`config.mk`:
```
export PLATFORM = sky130hd
export DESIGN_NAME = sram_req_ctrl_flat
export DESIGN_NICKNAME = d
export VERILOG_FILES = /design/src/rtl/sram_ctrl_pkg.sv /design/src/rtl/sram_req_ctrl_if.sv /design/src/rtl/sram_ctrl_rsp_fifo.sv /design/src/rtl/sram_req_ctrl.sv /design/src/flat_wrapper.sv
export SDC_FILE = /design/constraint.sdc
export NUM_CORES = 1
export LEC_CHECK = 0
export BUFFER_PORTS_ARGS = -buffer_cell sky130_fd_sc_hd__buf_2
export CAP_MARGIN = 20
export CORE_MARGIN = 1
export CORE_UTILIZATION = 45
export DETAILED_ROUTE_END_ITERATION = 8
export PLACE_DENSITY = 0.8
export REMOVE_ABC_BUFFERS = 1
export SLEW_MARGIN = 5
export SYNTH_ARGS = -nofsm -noshare
export SYNTH_HDL_FRONTEND = slang
export SYNTH_SLANG_ARGS = --single-unit
```
`constraint.sdc`:
```
create_clock -name clock -period 6.1 [get_ports clock]
set_clock_uncertainty 0.15 [all_clocks]
set_input_delay 0.915 -clock clock [delete_from_list [all_inputs] [get_ports clock]]
set_output_delay 0.915 -clock clock [all_outputs]
set_load 0.005 [all_outputs]
```
`src/rtl/sram_ctrl_pkg.sv`:
```
// Shared widths and response payload for the SRAM request front-end.
// Latency: n/a (types only).  Backpressure: n/a.
package sram_ctrl_pkg;

  localparam int SRAM_ADR_W  = 8;
  localparam int SRAM_DAT_W  = 32;
  localparam int SRAM_STRB_W = 4;

  typedef struct packed {
    logic [SRAM_DAT_W-1:0] rdata;
    logic                  write;
  } sram_rsp_t;

endpackage

```
`src/rtl/sram_req_ctrl_if.sv`:
```
// Request and response valid/ready channels between a requester and sram_req_ctrl.
// Latency: n/a (wiring only).  Backpressure: io_req_ready / io_rsp_ready.
interface sram_req_ctrl_if;
  import sram_ctrl_pkg::*;

  logic                   io_req_valid;
  logic                   io_req_ready;
  logic [SRAM_ADR_W-1:0]  io_req_bits_addr;
  logic [SRAM_DAT_W-1:0]  io_req_bits_wdata;
  logic [SRAM_STRB_W-1:0] io_req_bits_wstrb;
  logic                   io_req_bits_write;
  logic                   io_rsp_valid;
  logic                   io_rsp_ready;
  logic [SRAM_DAT_W-1:0]  io_rsp_bits_rdata;
  logic                   io_rsp_bits_write;

  modport master (
    output io_req_valid, io_req_bits_addr, io_req_bits_wdata,
           io_req_bits_wstrb, io_req_bits_write, io_rsp_ready,
    input  io_req_ready, io_rsp_valid, io_rsp_bits_rdata, io_rsp_bits_write
  );

  modport slave (
    input  io_req_valid, io_req_bits_addr, io_req_bits_wdata,
           io_req_bits_wstrb, io_req_bits_write, io_rsp_ready,
    output io_req_ready, io_rsp_valid, io_rsp_bits_rdata, io_rsp_bits_write
  );

endinterface

```
`src/rtl/sram_ctrl_rsp_fifo.sv`:
```
// Circular response FIFO holding sram_rsp_t entries; pop_dat reads 0 when empty.
// Latency: push visible on pop_dat the cycle after.  Backpressure: push while full only legal with a same-cycle pop.
module sram_ctrl_rsp_fifo
  import sram_ctrl_pkg::*;
#(
  parameter int DEPTH = 3,
  parameter int CNT_W = $clog2(DEPTH + 1)
) (
  input  logic             clock,
  input  logic             reset,
  input  logic             push,
  input  sram_rsp_t        push_dat,
  input  logic             pop,
  output sram_rsp_t        pop_dat,
  output logic [CNT_W-1:0] count,
  output logic             full,
  output logic             empty
);

  localparam int PTR_W = (DEPTH > 1) ? $clog2(DEPTH) : 1;

  sram_rsp_t        mem [DEPTH];
  logic [PTR_W-1:0] wr_ptr;
  logic [PTR_W-1:0] rd_ptr;
  logic             do_push;
  logic             do_pop;

  function automatic logic [PTR_W-1:0] ptr_inc(input logic [PTR_W-1:0] p);
    return (p == PTR_W'(DEPTH - 1)) ? '0 : p + 1'b1;
  endfunction

  assign full    = (count == CNT_W'(DEPTH));
  assign empty   = (count == '0);
  assign do_pop  = pop & ~empty;
  // A pop frees the slot first, so a push into a full FIFO is fine alongside it.
  assign do_push = push & (~full | do_pop);
  assign pop_dat = empty ? '0 : mem[rd_ptr];

  always_ff @(posedge clock) begin
    if (reset) begin
      wr_ptr <= '0;
      rd_ptr <= '0;
      count  <= '0;
    end else begin
      if (do_push) begin
        mem[wr_ptr] <= push_dat;
        wr_ptr      <= ptr_inc(wr_ptr);
      end
      if (do_pop) begin
        rd_ptr <= ptr_inc(rd_ptr);
      end
      count <= count + CNT_W'(do_push) - CNT_W'(do_pop);
    end
  end

endmodule

```
`src/rtl/sram_req_ctrl.sv`:
```
// Valid/ready front-end for the 256x32 SRAM; SRAM_CTRL_WRSP_EN makes writes return responses.
// Latency: 2 cycles request-to-response.  Backpressure: credit-based, io_req_ready independent of io_rsp_ready.
module sram_req_ctrl
  import sram_ctrl_pkg::*;
#(
  parameter int RSP_DEPTH = 3
) (
  input  logic                   clock,
  input  logic                   reset,
  sram_req_ctrl_if.slave         bus,
  output logic                   io_cen,
  output logic                   io_wen,
  output logic [SRAM_STRB_W-1:0] io_wstrb,
  output logic [SRAM_ADR_W-1:0]  io_adr,
  output logic [SRAM_DAT_W-1:0]  io_d,
  input  logic [SRAM_DAT_W-1:0]  io_q
);

  localparam int CNT_W = $clog2(RSP_DEPTH + 1);

  logic             fire;
  logic             acc_rsp;
  logic             pend_vld;
  logic             pend_wr;
  logic             rsp_pop;
  logic [CNT_W-1:0] fifo_count;
  logic [CNT_W:0]   occ;
  logic             fifo_full;
  logic             fifo_empty;
  sram_rsp_t        push_dat;
  sram_rsp_t        head_dat;

  // Reset gates the handshake so the SRAM strobes stay idle whatever the requester does.
  assign fire = bus.io_req_valid & bus.io_req_ready & ~reset;

  assign io_cen   = ~fire;
  assign io_wen   = ~(fire & bus.io_req_bits_write);
  assign io_wstrb = (bus.io_req_bits_write & ~reset) ? bus.io_req_bits_wstrb : '0;
  assign io_adr   = bus.io_req_bits_addr;
  assign io_d     = bus.io_req_bits_wdata;

`ifdef SRAM_CTRL_WRSP_EN
  assign acc_rsp = fire;

  always_ff @(posedge clock) begin
    if (reset) begin
      pend_wr <= 1'b0;
    end else begin
      pend_wr <= fire & bus.io_req_bits_write;
    end
  end
`else
  assign acc_rsp = fire & ~bus.io_req_bits_write;
  assign pend_wr = 1'b0;
`endif

  // pend_vld marks the slot whose io_q (or write token) lands in the FIFO this cycle.
  always_ff @(posedge clock) begin
    if (reset) begin
      pend_vld <= 1'b0;
    end else begin
      pend_vld <= acc_rsp;
    end
  end

  assign push_dat.rdata = pend_wr ? '0 : io_q;
  assign push_dat.write = pend_wr;

  assign occ              = {1'b0, fifo_count} + (CNT_W + 1)'(pend_vld);
  assign bus.io_req_ready = (occ < (CNT_W + 1)'(RSP_DEPTH));

  assign bus.io_rsp_valid      = ~fifo_empty;
  assign rsp_pop               = bus.io_rsp_valid & bus.io_rsp_ready;
  assign bus.io_rsp_bits_rdata = head_dat.rdata;
  assign bus.io_rsp_bits_write = head_dat.write;

  sram_ctrl_rsp_fifo #(
    .DEPTH (RSP_DEPTH),
    .CNT_W (CNT_W)
  ) u_rsp_fifo (
    .clock    (clock),
    .reset    (reset),
    .push     (pend_vld),
    .push_dat (push_dat),
    .pop      (rsp_pop),
    .pop_dat  (head_dat),
    .count    (fifo_count),
    .full     (fifo_full),
    .empty    (fifo_empty)
  );

  // Credit accounting must never let a pending response hit a full FIFO without a pop.
  assert property (@(posedge clock) disable iff (reset) !(fifo_full && pend_vld && !rsp_pop));

endmodule

```
`src/flat_wrapper.sv`:
```
// flat-port wrapper written by rule: the top's interface ports become plain ports
module sram_req_ctrl_flat import sram_ctrl_pkg::*;
#(
  parameter int RSP_DEPTH = 3
)
  (clock, reset, io_cen, io_wen, io_wstrb, io_adr, io_d, io_q, bus_io_req_valid, bus_io_req_bits_addr, bus_io_req_bits_wdata, bus_io_req_bits_wstrb, bus_io_req_bits_write, bus_io_rsp_ready, bus_io_req_ready, bus_io_rsp_valid, bus_io_rsp_bits_rdata, bus_io_rsp_bits_write);
  sram_req_ctrl_if bus_i ();
  input  logic clock;
  input  logic reset;
  output logic io_cen;
  output logic io_wen;
  output logic [SRAM_STRB_W-1:0] io_wstrb;
  output logic [SRAM_ADR_W-1:0] io_adr;
  output logic [SRAM_DAT_W-1:0] io_d;
  input  logic [SRAM_DAT_W-1:0] io_q;
  input wire logic [$bits(bus_i.io_req_valid)-1:0] bus_io_req_valid;
  input wire logic [$bits(bus_i.io_req_bits_addr)-1:0] bus_io_req_bits_addr;
  input wire logic [$bits(bus_i.io_req_bits_wdata)-1:0] bus_io_req_bits_wdata;
  input wire logic [$bits(bus_i.io_req_bits_wstrb)-1:0] bus_io_req_bits_wstrb;
  input wire logic [$bits(bus_i.io_req_bits_write)-1:0] bus_io_req_bits_write;
  input wire logic [$bits(bus_i.io_rsp_ready)-1:0] bus_io_rsp_ready;
  output wire logic [$bits(bus_i.io_req_ready)-1:0] bus_io_req_ready;
  output wire logic [$bits(bus_i.io_rsp_valid)-1:0] bus_io_rsp_valid;
  output wire logic [$bits(bus_i.io_rsp_bits_rdata)-1:0] bus_io_rsp_bits_rdata;
  output wire logic [$bits(bus_i.io_rsp_bits_write)-1:0] bus_io_rsp_bits_write;
  assign bus_i.io_req_valid = bus_io_req_valid;
  assign bus_i.io_req_bits_addr = bus_io_req_bits_addr;
  assign bus_i.io_req_bits_wdata = bus_io_req_bits_wdata;
  assign bus_i.io_req_bits_wstrb = bus_io_req_bits_wstrb;
  assign bus_i.io_req_bits_write = bus_io_req_bits_write;
  assign bus_i.io_rsp_ready = bus_io_rsp_ready;
  assign bus_io_req_ready = bus_i.io_req_ready;
  assign bus_io_rsp_valid = bus_i.io_rsp_valid;
  assign bus_io_rsp_bits_rdata = bus_i.io_rsp_bits_rdata;
  assign bus_io_rsp_bits_write = bus_i.io_rsp_bits_write;
  sram_req_ctrl #(.RSP_DEPTH(RSP_DEPTH)) u_core (.clock(clock), .reset(reset), .bus(bus_i), .io_cen(io_cen), .io_wen(io_wen), .io_wstrb(io_wstrb), .io_adr(io_adr), .io_d(io_d), .io_q(io_q));
endmodule
```
Word-level counts from Yosys, hierarchy flattened
Memories as Yosys holds them, arrays and structs flattened. A register that Yosys moved wholly into a read port is not among the register bits.
Index checks and enable logic that the tools add are counted.

operators by class
  add/sub/neg operators = 5
  $lt $le $gt $ge = 1
  equality and inequality tests = 3
  mux-type cells = 9
  bitwise gates (word level) = 15
  reduce and logical (&&, ||, !) cells = 1

operators by type and width
  operator               number
  $mux W33               1
  $and A1 B1 Y1          8
  $mux W2                4
  $eq A2 B2 Y1 const B   3
  $not A1 Y1             6
  $add A2 B1 Y2 const B  2
  $mux W4                1
  $add A2 B1 Y3          1
  $lt A3 B2 Y1 const B   1
  $mux W1                3
  $add A2 B1 Y2          1
  $logic_not A2 Y1       1
  $sub A2 B1 Y2          1
  $or A1 B1 Y1           1

word-level totals
  register bits after elaboration = 7
  memory bits (writable) = 96
  bits of input ports = 81
  output and inout bits = 81
  word-level logic and storage cells = 39
  memories = 1

memories
  name                   words  bits a word  rd ports  clocked after Yosys merged registers in  write ports  RTL line                  text
  u_core.u_rsp_fifo.mem  3      32           1         1                                        1            sram_ctrl_rsp_fifo.sv:22  sram_rsp_t mem [DEPTH];

Logic depth before layout (Yosys ltp)
Gate-level depths: netlist of run 1.

  word-level depth = 9
  mapped depth = 8
  depth with buffers taken out = 8

Modules after synthesis
From an unflattened synthesis of run 1, not the netlist that was laid out.

unflattened totals
  cells, all modules = 306
  area total of the unflattened synthesis = 4835.9 um^2

modules (own cells, without submodules)
  module              times used  cells an instance  area each (um^2)  sequential area each (um^2)
  sram_ctrl_rsp_fifo  1           250                4404.2            3133.0
  sram_req_ctrl       1           56                 431.7             20.0

Least setup slack after synthesis of run 1
OpenSTA, ideal clock, no wires.

  kind = input-to-reg
  start = in bus_io_rsp_ready
  end = mem u_core.u_rsp_fifo.mem[2][0] (netlist bit), enable pin
  library setup time = 0.513 ns
  arrival = 4.527 ns
  required time = 5.437 ns
  path slack = 0.910 ns
  cell stages on the path = 3
  path buffers = 0
  cell sequence = nand3b_1 > nand2_1 > nor4b_1

between the ends
  cells in the longest elaborated chain, start to end = 7

ends and longest elaborated chain
  what                           RTL line                  text
  start, declared                flat_wrapper.sv:21        input wire logic [$bits(bus_i.io_rsp_ready)-1:0] bus_io_rsp_ready;
  $and A1 B1 Y1                  sram_req_ctrl.sv:73       assign rsp_pop = bus.io_rsp_valid & bus.io_rsp_ready;
  $and A1 B1 Y1                  sram_ctrl_rsp_fifo.sv:34  assign do_pop = pop & ~empty;
  $or A1 B1 Y1                   sram_ctrl_rsp_fifo.sv:36  assign do_push = push & (~full | do_pop);
  $and A1 B1 Y1                  sram_ctrl_rsp_fifo.sv:36
  $mux W1                        sram_ctrl_rsp_fifo.sv:45  if (do_push) begin
  $mux W1                        sram_ctrl_rsp_fifo.sv:40  if (reset) begin
  $mux W1 (implied by the code)  sram_ctrl_rsp_fifo.sv:46  mem[wr_ptr] <= push_dat;
  end, declared                  sram_ctrl_rsp_fifo.sv:22

No other way between the ends.

==> results_dict.tcl, run 1 <==
set metrics [dict create \
    crit_type "register to output port" \
    place_congestion 0.684 \
    status "finished clean" \
    ys_seq_area_share_pct 65.7 \
    h-tree-depth 3 \
    std_cell_rows 36 \
    clock_latency_ns 0.35 \
    antenna_found_initial 0 \
    grt_overflow_total 0 \
    vdd_drop_max_uv 187 \
    combPwrFrac_pct 25.5 \
    die_x_um 104 \
    pin_count 162 \
    synth_cells 295 \
    hold-worst-slack_ns 0.358 \
    routedWlPerCell_um 19.2 \
    critical_path.max_stage_delay_ns 0.62 \
    cp_cell_sequence "buf_12 -> mux2_2 -> mux2i_1 -> nor2_1 -> buf_2" \
    worstPathRequired_ns 5.03 \
    max_clock_freq_mhz 332 \
    cpMaxStageDelayCell "dfxtp_2" \
    power.share.switching_pct 28.4 \
    critPathLaunchType "register" \
    grtUsageMet2_pct 23.1 \
    postRouteAntennaNets 0 \
    finalPower_mw 1.63 \
    start_util_pct 47.0 \
    p_clk_share_pct 22.9 \
    final_cell_mix "edfxtp_1, buf_2, nor2_1, mux2i_1, mux2_4" \
    design_area_um2 5020 \
    core-area_um2 9910 \
    tightest_slew_ns 1.04 \
    ys.flop_type "edfxtp_1" \
    netlist_area_um2 4660 \
    vias 2395 \
    place_area_um2 4840 \
    reg2reg_from "u_core.u_rsp_fifo.count[1]" \
    clk_pin_slew_worst_paths_ns 0.09 \
    clock_path_buffers 2 \
    rsz0062_at_grt "false" \
    postCtsSetupBuffers 0 \
    via_per_inst 5.06 \
    drtIter0Drc 96 \
    busiest_layer "met2" \
    rr_endpoint "u_core.u_rsp_fifo.mem[1][12]" \
    sequentialPowerShare_pct 51.6 \
    hold_viol_final 0 \
    hold_buffers 0 \
    drv_cap 0 \
    period_share_pct 49.3 \
    final_common_cell "edfxtp_1" \
    internal_power_mw 1.17 \
    yosysTopAreaCell "edfxtp_1" \
    grt_pass1_vias 2352 \
    antenna_cells 0 \
    grt_max_degree 34 \
    use_met3_pct 11.3 \
    dp_hpwl_um 6010 \
    cts_resized 0 \
    fin_nets 420 \
    period_minus_slack_ns 3.01 \
    synthArstFlopShare_pct 0 \
    synth_area_leaders "edfxtp_1, mux2_4, mux2i_1, buf_4, dfxtp_1" \
    synth_edf_count 96 \
    dieArea_um2 10800 \
    totalWireLength_um 9090 \
    cp_max_fo 21 \
    clockRootBuffer "clkbuf_8" \
    powerDensity_nw_per_um2 325 \
    setup_violations 0 \
    globalRouteMet1Util_pct 20.8 \
    arrival_ns 1.94 \
    finalSetupTns_ns 0 \
    hp-class "register to register" \
    port_buffers 80 \
    grtUsageTotal_pct 17.2 \
    p_leak_nw 1.89 \
    cts_sinks 105 \
    ys_ff_latch 105 \
    end_kind "output port" \
    endpoint "bus_io_rsp_bits_rdata[31]" \
    syn_area_per_cell_um2 15.8 \
    r2r_cells 3 \
    cts_tree "done" \
    yosys_warnings 0 \
    relSlewSlack_pct 30.5 \
    ys_types 29 \
    drt_pass1_iterations 4 \
    p_sw_mw 0.463 \
    r2r_setup_slack_ns 4.02 \
    drive_gt1_share_pct 40.3 \
    syn2layout_area_growth_pct 7.76 \
    numCtsBuffers 9 \
    drc 0 \
    grt_first_pass_wirelength_um 13400 \
    worstHoldPathCells 2 \
    slew_viol_final 0 \
    fp.dieH_um 104 \
    synth_top_area_share_pct 61.8 \
]
==> stage by stage <==
step / cells / worst slack [ns] / utilization, %
CTS: 472 / 2.74 / 50.5
detailed placement: 456 / 3.17 / 48.8
floorplan: 242 / 0.910 / -
global placement: 456 / 3.18 / 48.8
global route: 473 / 2.97 / 50.7
finish: 473 / 3.09 / 50.7
==> flip-flops by register name, summed over array words and instances (netlist names), named ones only <==
| name | cells |
|---|---|
| u_core.u_rsp_fifo.wr_ptr | 2 |
| u_core.u_rsp_fifo.mem | 96 |
| u_core.u_rsp_fifo.count | 2 |
| u_core.u_rsp_fifo.rd_ptr | 2 |
| u_core.pend_vld | 1 |
==> kinds of logic (layout without fill, tap and decap cells) <==
logic type / after synthesis / in the layout / share of synthesized area, %
and+or+nand+nor: 57 / 57 / 5.58
AOI/OAI and AO/OA: 4 / 4 / 0.510
adders and majority gates: 4 / 4 / 1.07
xor gates and xnor gates: 1 / 1 / 0.188
other: 1 / 1 / 0.0804
DFF: 105 / 105 / 65.7
muxes: 66 / 66 / 17.4
buffers and inverters: 57 / 102 / 9.42
==> critical path: cells and delay by family (launching register included) <==
family | cells | cell delay, ns
and+or+nand+nor | 1 | 0.06
DFF | 1 | 0.62
muxes | 2 | 0.48
buffers and inverters | 2 | 0.43
==> worst min-delay path by stage <==
stage	endpoint	start	slack, ns
2_1_floorplan	register	u_core.u_rsp_fifo.rd_ptr[0]	0.29
3_3_place_gp	register	u_core.u_rsp_fifo.rd_ptr[0]	0.30
3_5_place_dp	register	u_core.u_rsp_fifo.rd_ptr[0]	0.34
4_1_cts	register	u_core.u_rsp_fifo.rd_ptr[0]	0.36
5_1_grt	register	u_core.u_rsp_fifo.rd_ptr[0]	0.39
6_report	register	u_core.u_rsp_fifo.rd_ptr[0]	0.36
==> power groups by stage <==
stage | Clock [mW] | Combinational [mW] | Sequential [mW]
global route | 0.407 | 0.460 | 0.848
finish | 0.374 | 0.417 | 0.843
global placement | 0 | 0.386 | 0.881
floorplan | 0 | 0.248 | 0.863
CTS | 0.386 | 0.398 | 0.868
detailed placement | 0 | 0.397 | 0.884
==> per-layer routing <==
layer / wire length [um] / vias to the layer above
li1: - / 1098
met1: 3780 / 1147
met2: 3820 / 132
met3: 1250 / 14
met4: 134 / 4
met5: 109 / -
==> cells in the mapped netlist (3+ instances only) <==
master / instances
ha_1: 4
dfxtp_1: 9
inv_1: 4
buf_12: 3
mux2_4: 30
and2_1: 5
nor2_1: 37
buf_4: 44
mux2i_1: 34
edfxtp_1: 96
buf_2: 3
nor2b_1: 3
==> final cells by class <==
class | count | area, um2
Tap cell | 133 | 166
Timing Repair Buffer | 82 | 428
Inverter | 4 | 15.0
Clock buffer | 9 | 124
Fill cell | 823 | 4890
Multi-Input combinational cell | 133 | 1180
Clock inverter | 7 | 42.5
Sequential cell | 105 | 3070
Note: power is estimated with default switching activity, not from simulation.
==> inputs of run 2 (changes only) <==
--- a/config.mk
+++ b/config.mk
@@ -5,12 +5,13 @@
 export SDC_FILE = /design/constraint.sdc
 export NUM_CORES = 1
 export LEC_CHECK = 0
+export ABC_AREA = 1
 export BUFFER_PORTS_ARGS = -buffer_cell sky130_fd_sc_hd__buf_2
 export CAP_MARGIN = 20
 export CORE_MARGIN = 1
 export CORE_UTILIZATION = 45
 export DETAILED_ROUTE_END_ITERATION = 8
-export PLACE_DENSITY = 0.8
+export PLACE_DENSITY = 0.83
 export REMOVE_ABC_BUFFERS = 1
 export SLEW_MARGIN = 5
 export SYNTH_ARGS = -nofsm -noshare
==> constraint.sdc (replaced) <==
create_clock -name clock -period 2.5 [get_ports clock]
set_clock_uncertainty 0.15 [all_clocks]
set_input_delay 0.375 -clock clock [delete_from_list [all_inputs] [get_ports clock]]
set_output_delay 0.375 -clock clock [all_outputs]
set_load 0.005 [all_outputs]
==> results_dict.tcl, run 2 <==
set metrics [dict create \
    rsz0062_at_grt "false" \
    grt_max_degree 39 \
    crit_type "register to output port" \
    max_clock_freq_mhz 439 \
    syn2layout_area_growth_pct 8.72 \
    sequentialPowerShare_pct 42.4 \
    clockRootBuffer "clkbuf_8" \
    cp.depth 5 \
    cpMaxStageDelayCell "dfxtp_1" \
    clk_pin_slew_worst_paths_ns 0.09 \
    hold_buffers 0 \
    netlist_area_um2 4720 \
    drtIter0Drc 130 \
    startpoint "u_core.u_rsp_fifo.count[0]" \
    grt_first_pass_wirelength_um 15500 \
    drive_gt1_share_pct 23.4 \
    final_cell_mix "nand2_1, edfxtp_1, buf_2, nor2_1, inv_1" \
    critPathLaunchType "register" \
    synth_edf_count 96 \
    place_congestion 0.799 \
    syn_area_per_cell_um2 10.4 \
    via_per_inst 4.82 \
    cts_sinks 105 \
    grtUsageTotal_pct 18.8 \
    antenna_found_initial 0 \
    numCtsBuffers 9 \
    drt_pass1_iterations 4 \
    internal_power_mw 3.11 \
    yosysMostFrequentCell "nand2_1" \
    synthTopCellsByCount "nand2_1, edfxtp_1, nor2_1, inv_1, buf_4" \
    setup_violations 0 \
    drc 0 \
    rr_endpoint "u_core.u_rsp_fifo.count[1]" \
    p_clk_share_pct 21.7 \
    top_register "u_core.u_rsp_fifo.mem" \
    worstPathRequired_ns 1.98 \
    vias 3065 \
    fp.dieH_um 104 \
    grt_overflow_total 0 \
    end_kind "output port" \
    yosysTopAreaCell "edfxtp_1" \
    place_inst 620 \
    reg2reg_from "u_core.u_rsp_fifo.count[1]" \
    powerDensity_nw_per_um2 932 \
    combPwrFrac_pct 35.9 \
    cpMostUsedCell "ha_1" \
    synth_top_area_share_pct 61.1 \
    vdd_drop_max_uv 587 \
    largest_reg_flops 96 \
    ys_seq_area_share_pct 64.9 \
    postRouteAntennaNets 0 \
    port_buffers 80 \
    synth_cells 455 \
    drv_cap 0 \
    status "finished clean" \
    core-area_um2 10200 \
    dp_hpwl_um 6550 \
    wl_met1_um 3740 \
    postCtsSetupBuffers 0 \
    routedWlPerCell_um 15.4 \
    critical_path.max_stage_delay_ns 0.47 \
    r2r_setup_slack_ns 0.54 \
    ys.flop_type "edfxtp_1" \
    yosys_warnings 0 \
    die_x_um 104 \
    fin_nets 580 \
    grt_pass1_vias 3014 \
    clock_path_buffers 2 \
    endpoint "io_cen" \
    critical-path-top-delay-family "flip-flops" \
    arrival_ns 1.76 \
    cp.buffers_inverters 1 \
    final_common_cell "nand2_1" \
    std_cell_rows 37 \
    h-tree-depth 3 \
    ys_ff_latch 105 \
    power.share.switching_pct 34.9 \
    slew_viol_final 0 \
    hold_viol_final 0 \
    p_sw_mw 1.67 \
    period_minus_slack_ns 2.28 \
    cp_max_fo 5 \
    relSlewSlack_pct 54.3 \
    cp_cell_sequence "ha_1 -> ha_1 -> a21oi_1 -> nand3_1 -> buf_2" \
    r2r_cells 10 \
    tightest_slew_ns 0.685 \
    highest_layer "met5" \
    dieArea_um2 10900 \
    period_share_pct 91.2 \
    post-place-ws_ns 0.486 \
    antenna_cells 0 \
    instances_no_fill 636 \
    cts_resized 0 \
    wl_met3_um 1290 \
    clock_latency_ns 0.35 \
    synth_area_leaders "edfxtp_1, nand2_1, buf_4, nor2_1, inv_1" \
    cts_tree "done" \
    ys_types 18 \
    start_util_pct 46.1 \
    finalSetupTns_ns 0 \
    totalWireLength_um 9790 \
    synthArstFlopShare_pct 0 \
    dr_wl_met2_um 4520 \
    finalPower_mw 4.78 \
    pin_count 162 \
    nFillCells 924 \
    setup_ws_ns 0.220 \
    hp-class "primary input to register" \
    p_leak_nw 2.35 \
]
==> run 2: worst min-delay path by stage <==
stage	startpoint	to	slack [ns]	cells after the start
final	bus_io_req_bits_write	u_core.pend_vld	0.04	2
after global routing	bus_io_req_bits_write	u_core.pend_vld	0.01	2
after CTS	bus_io_req_bits_write	u_core.pend_vld	0.02	2
after detailed placement	u_core.u_rsp_fifo.rd_ptr[1]	register	0.36	2
after global placement	u_core.u_rsp_fifo.rd_ptr[1]	u_core.u_rsp_fifo.rd_ptr[1]	0.34	2
after floorplan	reset	u_core.u_rsp_fifo.count[0]	0.30	1
==> run 2: worst register-to-register path: cells and delay by family, from the launching register on <==
| kind | cells | cell delay, ns |
|---|---|---|
| adders and majority gates | 2 | 0.42 |
| buffers and inverters | 2 | 0.09 |
| DFF | 1 | 0.49 |
| and+or+nand+nor | 6 | 0.69 |
==> run 2: power by group through the flow <==
stage | registers (mW) | clock network [mW] | logic, mW
global route | 2.04 | 1.14 | 1.99
detailed placement | 2.07 | 0 | 1.74
floorplan | 2.09 | 0 | 1.03
global placement | 2.06 | 0 | 1.69
CTS | 2.03 | 1.06 | 1.74
finish | 2.03 | 1.04 | 1.71
==> run 2: cells by family after synthesis <==
group,after synthesis,synth area share (%)
AO/OA/AOI/OAI,3,0.318
adder cells (fa/ha/maj),4,1.06
buffers and inverters,110,13.4
flip-flops,105,64.9
other,1,0.0795
AND/OR/NAND/NOR,232,20.3
==> run 2: per-stage QoR <==
stage	util (%)	instance area (um2)	hold slack, ns
after global placement	48.2	4930	0.339
final	50.1	5130	0.0380
after CTS	50.1	5130	0.0187
after detailed placement	48.2	4930	0.356
after global routing	50.1	5130	0.0133
after floorplan	-	4290	0.296
==> run 2: final cells by class <==
class / count / area [um2] / share of cell area, %
clock inverters: 7 / 76.3 / 1.49
clock buffers: 9 / 124 / 2.41
inverters: 53 / 199 / 3.88
multi-input cells: 240 / 1040 / 20.3
repair buffers: 86 / 458 / 8.93
flip-flops and latches: 105 / 3060 / 59.7
well taps: 136 / 170 / 3.32
==> run 2: layer usage <==
layer  GRT usage [%]  up-vias
li1                -     1482
met1            22.3     1396
met2            27.5      163
met3            10.9       20
met4            6.53        4
met5            9.52        -
==> inputs of run 3 (changes only) <==
--- a/config.mk
+++ b/config.mk
@@ -6,12 +6,12 @@
 export NUM_CORES = 1
 export LEC_CHECK = 0
 export ABC_AREA = 1
-export BUFFER_PORTS_ARGS = -buffer_cell sky130_fd_sc_hd__buf_2
 export CAP_MARGIN = 20
 export CORE_MARGIN = 1
 export CORE_UTILIZATION = 45
 export DETAILED_ROUTE_END_ITERATION = 8
-export PLACE_DENSITY = 0.83
+export DONT_BUFFER_PORTS = 1
+export PLACE_DENSITY = 0.69
 export REMOVE_ABC_BUFFERS = 1
 export SLEW_MARGIN = 5
 export SYNTH_ARGS = -nofsm -noshare
==> results_dict.tcl, run 3 (synthesis results as in run 2) <==
set metrics [dict create \
    status "finished clean" \
    cp_max_fo 5 \
    rr_endpoint "u_core.u_rsp_fifo.mem[0][9]" \
    arrival_ns 1.65 \
    relSlewSlack_pct 55.6 \
    slew_viol_final 0 \
    numCtsBuffers 9 \
    p_leak_nw 2.14 \
    drt_pass1_iterations 4 \
    place_congestion 0.814 \
    rsz0062_at_grt "false" \
    post-place-ws_ns 0.499 \
    vdd_drop_max_uv 616 \
    tightest_slew_ns 0.664 \
    via_per_inst 4.84 \
    cts_sinks 105 \
    setup_violations 0 \
    clockRootBuffer "clkbuf_8" \
    reg2reg_from "u_core.u_rsp_fifo.count[1]" \
    final_cell_mix "nand2_1, edfxtp_1, nor2_1, inv_1, nand3_1" \
    min_to "u_core.pend_vld" \
    grtUsageTotal_pct 19.0 \
    port_buffers 0 \
    vias 2860 \
    critPathLaunchType "register" \
    max_clock_freq_mhz 460 \
    powerDensity_nw_per_um2 916 \
    drive_gt1_share_pct 8.57 \
    h-tree-depth 3 \
    period_share_pct 86.9 \
    postRouteAntennaNets 0 \
    period_minus_slack_ns 2.17 \
    syn2layout_area_growth_pct 8.14 \
    end_kind "output port" \
    std_cell_rows 37 \
    grt_first_pass_wirelength_um 15200 \
    min-delay-start "bus_io_req_valid" \
    drv_cap 0 \
    start_util_pct 46.1 \
    fin_nets 535 \
    cts_tree "done" \
    pin_count 162 \
    finish.utilization_pct 49.9 \
    clock_latency_ns 0.36 \
    antenna_cells 0 \
    crit_type "register to output port" \
    clk_pin_slew_worst_paths_ns 0.10 \
    setup_ws_ns 0.327 \
    grt_max_degree 49 \
    totalWireLength_um 10000 \
    postCtsSetupBuffers 0 \
    die_x_um 104 \
    drc 0 \
    hold_viol_final 0 \
    dp_hpwl_um 6600 \
    top_register "u_core.u_rsp_fifo.mem" \
    finalSetupTns_ns 0 \
    clock_path_buffers 2 \
    worstPathRequired_ns 1.98 \
    grt_pass1_vias 2724 \
    dieArea_um2 10900 \
    routedWlPerCell_um 16.9 \
    final_common_cell "nand2_1" \
    drtIter0Drc 228 \
    cts_resized 0 \
    largest_reg_flops 96 \
    r2r_setup_slack_ns 0.49 \
    grt_overflow_total 0 \
    core-area_um2 10200 \
    worstHoldPathCells 2 \
    hp-class "primary input to register" \
    antenna_found_initial 0 \
    r2r_cells 4 \
    fp.dieH_um 104 \
]
[run 3: what timing repair did]
action                     in CTS  in global routing
hold buffers                   34                  0
setup endpoints to repair       0                  0
hold endpoints to repair       98                  0
[run 3: where the power goes]
group | switching [mW] | internal, mW | leakage (nW)
clock | 0.570 | 0.572 | 0.106
sequential | 0.0499 | 1.97 | 0.939
combinational | 1.01 | 0.502 | 1.10
[run 3: worst max path at each step]
stage	start	endpoint	slack, ns	cells after the start
3_5_place_dp	u_core.u_rsp_fifo.count[1]	u_core.u_rsp_fifo.mem[0][20]	0.50	4
2_1_floorplan	bus_io_rsp_ready	u_core.u_rsp_fifo.mem[1][0]	-0.05	4
5_1_grt	u_core.u_rsp_fifo.count[0]	io_cen	0.21	4
4_1_cts	u_core.u_rsp_fifo.count[0]	io_cen	0.30	4
3_3_place_gp	u_core.u_rsp_fifo.count[1]	u_core.u_rsp_fifo.mem[0][13]	0.57	4
6_report	u_core.u_rsp_fifo.count[0]	io_cen	0.33	4
[run 3: layout make-up]
cell class / count / area [um2]
Clock buffer: 9 / 124
Fill cell: 907 / 5130
Clock inverter: 7 / 101
Multi-Input combinational cell: 240 / 1040
Inverter: 53 / 199
Timing Repair Buffer: 41 / 405
Sequential cell: 105 / 3060
Tap cell: 136 / 170
[run 3: layer usage]
layer / global-route usage (%) / share of wire [%] / wire length, um
met1: 24.7 / 43 / 4270
met2: 24.9 / 41 / 4150
met3: 11.3 / 13 / 1350
met4: 7.04 / 1.6 / 159
met5: 7.62 / 0.87 / 87
[run 3: stage by stage]
| stage | power [mW] | instances | hold WS (ns) | cell area, um2 |
|---|---|---|---|---|
| CTS | 4.74 | 591 | 0.0259 | 5100 |
| global placement | 3.51 | 541 | 0.297 | 4540 |
| finish | 4.68 | 591 | 0.0444 | 5100 |
| detailed placement | 3.54 | 541 | 0.300 | 4540 |
| floorplan | 3.12 | 398 | 0.296 | 4290 |
| global route | 4.99 | 591 | 0.0265 | 5100 |
[run 3: critical path, cell delays in order, from the launching register on]
cell	delay (ns)
dfxtp_1	0.38
ha_1	0.22
ha_1	0.26
a21oi_1	0.26
nand3_1	0.16
